--- src/rtl/fa_if.sv ---
// ---------------------------------------------------------------------------
// fa_if
// Signal bundle for the registered ripple-carry adder.
//
//   in_valid  master->slave  operands on a/b/c are valid this cycle
//   a, b      master->slave  WIDTH-bit operands
//   c         master->slave  carry-in
//   s_out     slave->master  registered WIDTH-bit sum
//   c_out     slave->master  registered carry-out of the MSB
//   ovf       slave->master  registered signed overflow
//   out_valid slave->master  s_out/c_out/ovf hold the previous accepted result
//
// WIDTH must match the WIDTH of the adder the bundle is connected to (1..64).
// ---------------------------------------------------------------------------
interface fa_if #(
  parameter int WIDTH = 1
);
  logic             in_valid;
  logic [WIDTH-1:0] a;
  logic [WIDTH-1:0] b;
  logic             c;
  logic [WIDTH-1:0] s_out;
  logic             c_out;
  logic             ovf;
  logic             out_valid;

  modport master (
    output in_valid, a, b, c,
    input  s_out, c_out, ovf, out_valid
  );

  modport slave (
    input  in_valid, a, b, c,
    output s_out, c_out, ovf, out_valid
  );
endinterface : fa_if

--- src/rtl/fa_if_adder.sv ---
// ---------------------------------------------------------------------------
// fa_if_adder
// Registered WIDTH-bit ripple-carry adder. Each bit is a full-adder cell made
// of two half-adders; the carry ripples from bit 0 (seeded by bus.c) to the
// MSB. Sum, carry-out and signed overflow are captured in output registers
// with one cycle of latency; there is no combinational input-to-output path.
//
// Ports:
//   clk    rising-edge clock
//   rst_n  asynchronous active-low reset; clears all outputs immediately
//   bus    fa_if slave modport (in_valid, a, b, c in; s_out, c_out, ovf,
//          out_valid out)
//
// Parameter:
//   WIDTH  operand and sum width in bits, 1..64
// ---------------------------------------------------------------------------
module fa_if_adder #(
  parameter int WIDTH = 1
) (
  input  logic clk,
  input  logic rst_n,
  fa_if.slave  bus
);

  // -------------------------------------------------------------------------
  // Ripple-carry chain. carry[i] is the carry into cell i; carry[WIDTH] is
  // the carry out of the MSB.
  // -------------------------------------------------------------------------
  logic [WIDTH:0]   carry;
  logic [WIDTH-1:0] p_bit;    // half-adder 1 sum (propagate)
  logic [WIDTH-1:0] g_bit;    // half-adder 1 carry (generate)
  logic [WIDTH-1:0] t_bit;    // half-adder 2 carry
  logic [WIDTH-1:0] sum_bit;  // half-adder 2 sum

  assign carry[0] = bus.c;

  for (genvar i = 0; i < WIDTH; i++) begin : g_fa_cell
    // Half-adder 1: operands.
    assign p_bit[i]   = bus.a[i] ^ bus.b[i];
    assign g_bit[i]   = bus.a[i] & bus.b[i];
    // Half-adder 2: propagate with incoming carry.
    assign sum_bit[i] = p_bit[i] ^ carry[i];
    assign t_bit[i]   = p_bit[i] & carry[i];
    // Carry out of the cell: at most one of g/t can be set.
    assign carry[i+1] = g_bit[i] | t_bit[i];
  end

  // Signed overflow: carry into the MSB differs from carry out of the MSB.
  // For WIDTH=1 carry[0] is the external carry-in, giving c ^ c_out.
  logic ovf_comb;
  assign ovf_comb = carry[WIDTH-1] ^ carry[WIDTH];

  // -------------------------------------------------------------------------
  // Output registers
  // -------------------------------------------------------------------------
  logic [WIDTH-1:0] s_out_q,     s_out_d;
  logic             c_out_q,     c_out_d;
  logic             ovf_q,       ovf_d;
  logic             out_valid_q, out_valid_d;

  // NOTE: every output of this block gets a default (hold) first, so no path
  // through it leaves a variable unassigned and no latch is inferred.
  always_comb begin
    s_out_d     = s_out_q;
    c_out_d     = c_out_q;
    ovf_d       = ovf_q;
    out_valid_d = bus.in_valid;
    // Operands are only looked at when in_valid is high, so X/unknown values
    // on an idle bus cannot reach the held result.
    if (bus.in_valid) begin
      s_out_d = sum_bit;
      c_out_d = carry[WIDTH];
      ovf_d   = ovf_comb;
    end
  end

  // NOTE: sequential state uses non-blocking assignments so every flop samples
  // its D input from before the edge, independent of statement order.
  always_ff @(posedge clk or negedge rst_n) begin
    if (!rst_n) begin
      s_out_q     <= '0;
      c_out_q     <= 1'b0;
      ovf_q       <= 1'b0;
      out_valid_q <= 1'b0;
    end else begin
      s_out_q     <= s_out_d;
      c_out_q     <= c_out_d;
      ovf_q       <= ovf_d;
      out_valid_q <= out_valid_d;
    end
  end

  assign bus.s_out     = s_out_q;
  assign bus.c_out     = c_out_q;
  assign bus.ovf       = ovf_q;
  assign bus.out_valid = out_valid_q;

endmodule : fa_if_adder

--- src/flat_wrapper.sv ---
// flat-port wrapper written by rule: the top's interface ports become plain ports
module fa_if_adder_flat 
#(
  parameter int WIDTH = 1
)
  (clk, rst_n, bus_in_valid, bus_a, bus_b, bus_c, bus_s_out, bus_c_out, bus_ovf, bus_out_valid);
  fa_if #(.WIDTH(WIDTH)) bus_i ();
  input  logic clk;
  input  logic rst_n;
  input wire logic [$bits(bus_i.in_valid)-1:0] bus_in_valid;
  input wire logic [$bits(bus_i.a)-1:0] bus_a;
  input wire logic [$bits(bus_i.b)-1:0] bus_b;
  input wire logic [$bits(bus_i.c)-1:0] bus_c;
  output wire logic [$bits(bus_i.s_out)-1:0] bus_s_out;
  output wire logic [$bits(bus_i.c_out)-1:0] bus_c_out;
  output wire logic [$bits(bus_i.ovf)-1:0] bus_ovf;
  output wire logic [$bits(bus_i.out_valid)-1:0] bus_out_valid;
  assign bus_i.in_valid = bus_in_valid;
  assign bus_i.a = bus_a;
  assign bus_i.b = bus_b;
  assign bus_i.c = bus_c;
  assign bus_s_out = bus_i.s_out;
  assign bus_c_out = bus_i.c_out;
  assign bus_ovf = bus_i.ovf;
  assign bus_out_valid = bus_i.out_valid;
  fa_if_adder #(.WIDTH(WIDTH)) u_core (.clk(clk), .rst_n(rst_n), .bus(bus_i));
endmodule
--- config.mk ---
export PLATFORM = sky130hd
export DESIGN_NAME = fa_if_adder_flat
export DESIGN_NICKNAME = d
export VERILOG_FILES = /design/src/rtl/fa_if.sv /design/src/rtl/fa_if_adder.sv /design/src/flat_wrapper.sv
export SDC_FILE = /design/constraint.sdc
export NUM_CORES = 1
export LEC_CHECK = 0
export BUFFER_PORTS_ARGS = -buffer_cell sky130_fd_sc_hd__buf_2
export CAP_MARGIN = 20
export CORE_AREA = 2 2 39 41
export DETAILED_ROUTE_END_ITERATION = 10
export DIE_AREA = 0 0 41 43
export SLEW_MARGIN = 20
export SYNTH_ARGS = -nofsm -noshare
export SYNTH_HDL_FRONTEND = slang
export SYNTH_SLANG_ARGS = --single-unit
export TNS_END_PERCENT = 30
--- constraint.sdc ---
create_clock -name clk -period 1.6 [get_ports clk]
set_input_delay 0 -clock clk [delete_from_list [all_inputs] [get_ports clk]]
set_output_delay 0 -clock clk [all_outputs]
set_load 0.05 [all_outputs]
==> flow_summary.yaml, run 1 <==
floorplanning:
  start_util_pct: 11.57
  core_area_mm2: 0.001384
  pin_count: 10
  die_y_um: 43
  die-area_mm2: 0.001763
  rows: 14
  die_x_um: 41
clock_network:
  clk-insertion-delay-late_ps: 230
  cts_resized: 0
  clk_pin_slew_ps: 40
  htreeDepth: 1
  cts_tree: "built"
  clockRootBuffer: "clkbuf_4"
  clockBufferDepth: 2
  clock_sinks: 4
  cts_buffers: 3
setup_path:
  worstSetupEndpointType: "register"
  critPathKind: "in2reg"
  cp_data_required_time_ps: 1710
  crit_slowest_cell: "dlygate4sd3_1"
  crit_chain: "dlygate4sd3_1 > buf_2 > mux2_2"
  cp_data_arrival_time_ps: 990
  cp_slowest_stage_delay_ps: 510
  critical_path.max_fanout: 5
  start_kind: "primary input"
timing:
  fin_crit_ps: 878.7
  slew_headroom_pct: 83.18
  rsz0062_at_grt: "no"
  slew_violations: 0
  setup_tns_ps: 0
  hold_viol_final: 0
  setup_viol: 0
  clock.fmax_ghz: 1.138
  fin_hold_ws_ps: 93.26
  fin_crit_sh_pct: 54.92
  worst_pin_slew_ps: 254.0
  skew_ps: 0
routing:
  avgViaCountPerCell: 3.125
  wl_per_cell_um: 8.600
  ant_nets: 0
  drtIter0Drc: 2
  via_count: 125
  drtPass1Iterations: 2
  totalWireLength_um: 344
  route.detailed.drc: 0
place:
  port-buffer-count: 9
  routabilityCongestion: 0.6584
  dpl.cell_count: 35
power_and_ir_drop:
  netSwitchingFraction_pct: 33.06
  peakVddDrop_mv: 0.2368
  pwr-share-comb_pct: 27.9
  pwr_density_cell_mw_per_mm2: 1272
  power_switching_mw: 0.1126
  power_frac_clock_pct: 36.6
  cellLeakagePower_nw: 0.1239
  power.internal_mw: 0.2279
  p_seq_share_pct: 35.5
grt:
  grt_pass1_vias: 133
  grt.total_usage_pct: 5.954
  antenna_found_initial: 0
  grt_overflow: 0
  grt_pass1_wl_um: 593
  grt_max_degree: 6
yosys:
  syn_area_um2: 160.2
  synth_nets: 17
  ys_seq_area_share_pct: 62.50
  yosysWarnings: 0
  synthCells: 10
  ys_types: 6
  ys_ff_latch: 4
  avgSynthCellArea_um2: 16.02
finish:
  diodes: 0
  final-instance-count-excl-fill: 40
  fin_nets: 33
  layout_common_cells: "buf_2 (9), dfrtp_1 (4), clkbuf_4 (3), mux2_2 (2), dlygate4sd3_1 (2)"
  fillers: 154
  final_common_cell: "buf_2"
  drive_above_1_share_pct: 58.33
  syn2layout_area_growth_pct: 67.19
job:
  maxCapViolations: 0
min_path:
  holdCritPathClass: "in2reg"
status:
  status: "completed"
cell families (layout without fill, tap and decap cells):
family / after synthesis / in the layout / share of synthesized area (%)
multiplexers: 2 / 2 / 14.06
flip-flops: 4 / 4 / 62.50
adder cells (fa/ha/maj): 1 / 1 / 12.50
AO/OA/AOI/OAI: 1 / 1 / 3.122
XOR/XNOR: 1 / 1 / 5.470
buffers and inverters: 0 / 14 / 0
AND/OR/NAND/NOR: 1 / 1 / 2.342
path summary, 6_finish.rpt:
check,slack [ps],start,to,depth (start not counted)
max in group asynchronous,1380,rst_n,u_core.bus.ovf,2
min reg2reg,500,u_core.bus.c_out,u_core.bus.c_out,1
min,90,bus_c,u_core.bus.ovf,3
max,720,bus_in_valid,u_core.bus.s_out,3
max reg2reg,860,u_core.bus.s_out,u_core.bus.s_out,1
min in group asynchronous,110,rst_n,u_core.bus.c_out,2
per-layer routing:
| layer | up-vias | GRT usage [%] | wire [µm] |
|---|---|---|---|
| met5 | - | 0 | 0 |
| met4 | 0 | 8.000 | 0 |
| met3 | 0 | 5.236 | 70 |
| met2 | 10 | 4.688 | 106 |
| met1 | 54 | 7.190 | 167 |
| li1 | 61 | - | - |
cells in the mapped netlist (all sizes together):
cell	instances	share of area (%)
dfrtp	4	63
fa	1	13
mux2	2	14
a21oi	1	3.1
nor2	1	2.3
xnor2	1	5.5
state kept, by name, indices dropped and copies added, names as in the netlist:
name,cells
u_core.bus.c_out,1
u_core.bus.out_valid,1
u_core.bus.ovf,1
u_core.bus.s_out,1
through the flow:
stage / worst slack (ps) / power [mW] / cell area [µm²] / util (%)
after global placement: 611.2 / 0.2126 / 225.2 / 16.27
after global routing: 698.4 / 0.3638 / 267.8 / 19.35
after CTS: 730.5 / 0.3502 / 267.8 / 19.35
after detailed placement: 619.9 / 0.2137 / 225.2 / 16.27
after floorplan: 612.0 / 0.1850 / 160.2 / -
final: 721.3 / 0.3405 / 267.8 / 19.35
worst max-delay path: cells and delay by family:
family	cells	cell delay, ps
mux	1	330
buf+inv	2	660
cell type report:
class                   count  area (µm²)  area share [%]
multi-input cells           6       60.06           22.43
repair buffers             11       65.06           24.30
flip-flops and latches      4       100.1           37.38
well taps                  16       20.02           7.477
clock buffers               3       22.52           8.411
timing repair:
action                    in CTS  in global routing
buffers inserted               0                  0
hold buffers                   2                  0
hold endpoints to repair       6                  0
power groups by stage:
stage	clock [mW]	combinational, mW	sequential (mW)
floorplan	0	0.0165	0.169
global placement	0	0.0903	0.122
detailed placement	0	0.0918	0.122
CTS	0.134	0.0959	0.121
global route	0.140	0.102	0.122
finish	0.125	0.0951	0.121
Note: power is estimated with default switching activity, not from simulation.
==> run 2: changes to the inputs <==
clock period = 0.85 ns   (was 1.6 ns; I/O delays follow)
==> run 2 against run 1 <==
- register-to-register slack worse by 770 ps
- global-route usage stayed put
- count of clock-buffer cells in the layout stayed put
- highest routed layer is now met4
==> flow_summary.yaml, run 2 (synthesis gave the netlist of run 1 again) <==
setup_path:
  start_kind: "register"
  cp_data_arrival_time_ps: 830
  cp_slowest_stage_delay_ps: 390
  critical_path.top_delay_family: "flip-flops"
  critical_path.max_fanout: 2
  cp_data_required_time_ps: 850
  critPathKind: "reg2out"
  worstSetupEndpointType: "output port"
  crit_slowest_cell: "dfrtp_2"
  path_buf_inv: 1
  crit_chain: "clkbuf_4"
timing:
  slew_violations: 0
  rsz0062_at_grt: "yes"
  fin_crit_ps: 826.4
  setup_viol: 0
  fin_crit_sh_pct: 97.23
  skew_ps: 0
  worst_pin_slew_ps: 250.4
  fin_hold_ws_ps: 11.90
  clock.fmax_ghz: 1.210
  hold_viol_final: 0
  slew_headroom_pct: 83.42
grt:
  grt_overflow: 0
  grt_pass1_vias: 142
  antenna_found_initial: 0
  grt.total_usage_pct: 5.954
  grt_pass1_wl_um: 593
  grt_max_degree: 6
finish:
  utilization_pct: 20.61
  syn2layout_area_growth_pct: 78.12
  fin_area_um2: 285.3
  final_common_cell: "buf_2"
  diodes: 0
  layout_common_cells: "buf_2 (6), clkbuf_4 (5)"
  drive_above_1_share_pct: 68.00
  final-instance-count-excl-fill: 41
  fin_nets: 34
floorplanning:
  start_util_pct: 11.57
  core_area_mm2: 0.001384
  pin_count: 10
  rows: 14
  die-area_mm2: 0.001763
  die_y_um: 43
  die_x_um: 41
clock_network:
  cts_tree: "built"
  htreeDepth: 1
  cts_buffers: 3
  clockRootBuffer: "clkbuf_4"
  postCtsSetupBuffers: 0
  clk-insertion-delay-late_ps: 230
  clk_pin_slew_ps: 40
  clockBufferDepth: 2
  clock_sinks: 4
routing:
  ant_nets: 0
  avgViaCountPerCell: 3.317
  wl_per_cell_um: 8.098
  drtPass1Iterations: 2
  route.detailed.drc: 0
  via_count: 136
  drtIter0Drc: 1
  totalWireLength_um: 332
power_and_ir_drop:
  power.internal_mw: 0.4455
  power_switching_mw: 0.2074
  cellLeakagePower_nw: 0.1291
  netSwitchingFraction_pct: 31.77
  pwr_density_cell_mw_per_mm2: 2289
  pwr-share-comb_pct: 29.7
  peakVddDrop_mv: 0.4894
  power_frac_clock_pct: 35.0
  p_seq_share_pct: 35.2
  finalPower_mw: 0.6529
job:
  maxCapViolations: 0
min_path:
  holdCritPathClass: "in2reg"
place:
  hpwl_um: 273
  dpl.cell_count: 36
  place_area_um2: 235.2
  port-buffer-count: 9
  routabilityCongestion: 0.6336
status:
  status: "completed"
run 2: cell count changes in the layout (fill, tap and decap cells not counted):
| cell | change |
|---|---|
| buf_2 | -3 |
| buf_4 | +2 |
| dfrtp_2 | +2 |
| dfrtp_1 | -2 |
| clkbuf_4 | +2 |
run 2: power groups by stage:
stage / Combinational [mW] / Sequential [mW] / Clock (mW)
4_1_cts: 0.185 / 0.229 / 0.242
3_3_place_gp: 0.174 / 0.233 / 0
6_report: 0.194 / 0.230 / 0.229
2_1_floorplan: 0.0310 / 0.321 / 0
5_1_grt: 0.209 / 0.233 / 0.254
3_5_place_dp: 0.177 / 0.232 / 0
run 2: timing repair:
item | 4_1_cts | 5_1_grt
hold buffers | 2 | 0
setup endpoints to repair | 0 | 3
hold endpoints to repair | 5 | 0
gates resized for setup | 0 | 4
run 2: per-layer routing:
metal / GRT usage (%) / up-vias / routed length [µm]
met4: 8.000 / 0 / 16
met5: 0 / - / 0
met2: 5.313 / 12 / 85
met1: 6.536 / 58 / 157
met3: 5.236 / 2 / 73
li1: - / 64 / -
run 2: metrics by stage:
step / setup WS, ps / setup TNS [ps]
final: 23.58 / 0
after global routing: -2.771 / -2.771
after CTS: 2.767 / 0
after detailed placement: -129.4 / -356.3
after global placement: -134.4 / -341.0
after floorplan: -52.22 / -133.8
run 2: path summary, 6_finish.rpt:
kind                                         end  cells past startpoint        startpoint  slack (ps)
worst min-delay path              u_core.bus.ovf                      2      bus_in_valid          10
max in group asynchronous       u_core.bus.c_out                      2             rst_n         620
min in group asynchronous         u_core.bus.ovf                      2             rst_n         100
worst min register to register  u_core.bus.s_out                      1  u_core.bus.s_out         510
worst max-delay path                   bus_s_out                      1  u_core.bus.s_out          20
worst max register to register  u_core.bus.c_out                      1  u_core.bus.c_out          90
run 2: layout make-up:
type	instances	area, µm²
fill	148	1099
clock buffer	3	22.52
timing repair buffer	12	80.08
sequential	4	102.6
multi-input combinational	6	60.06
tap	16	20.02
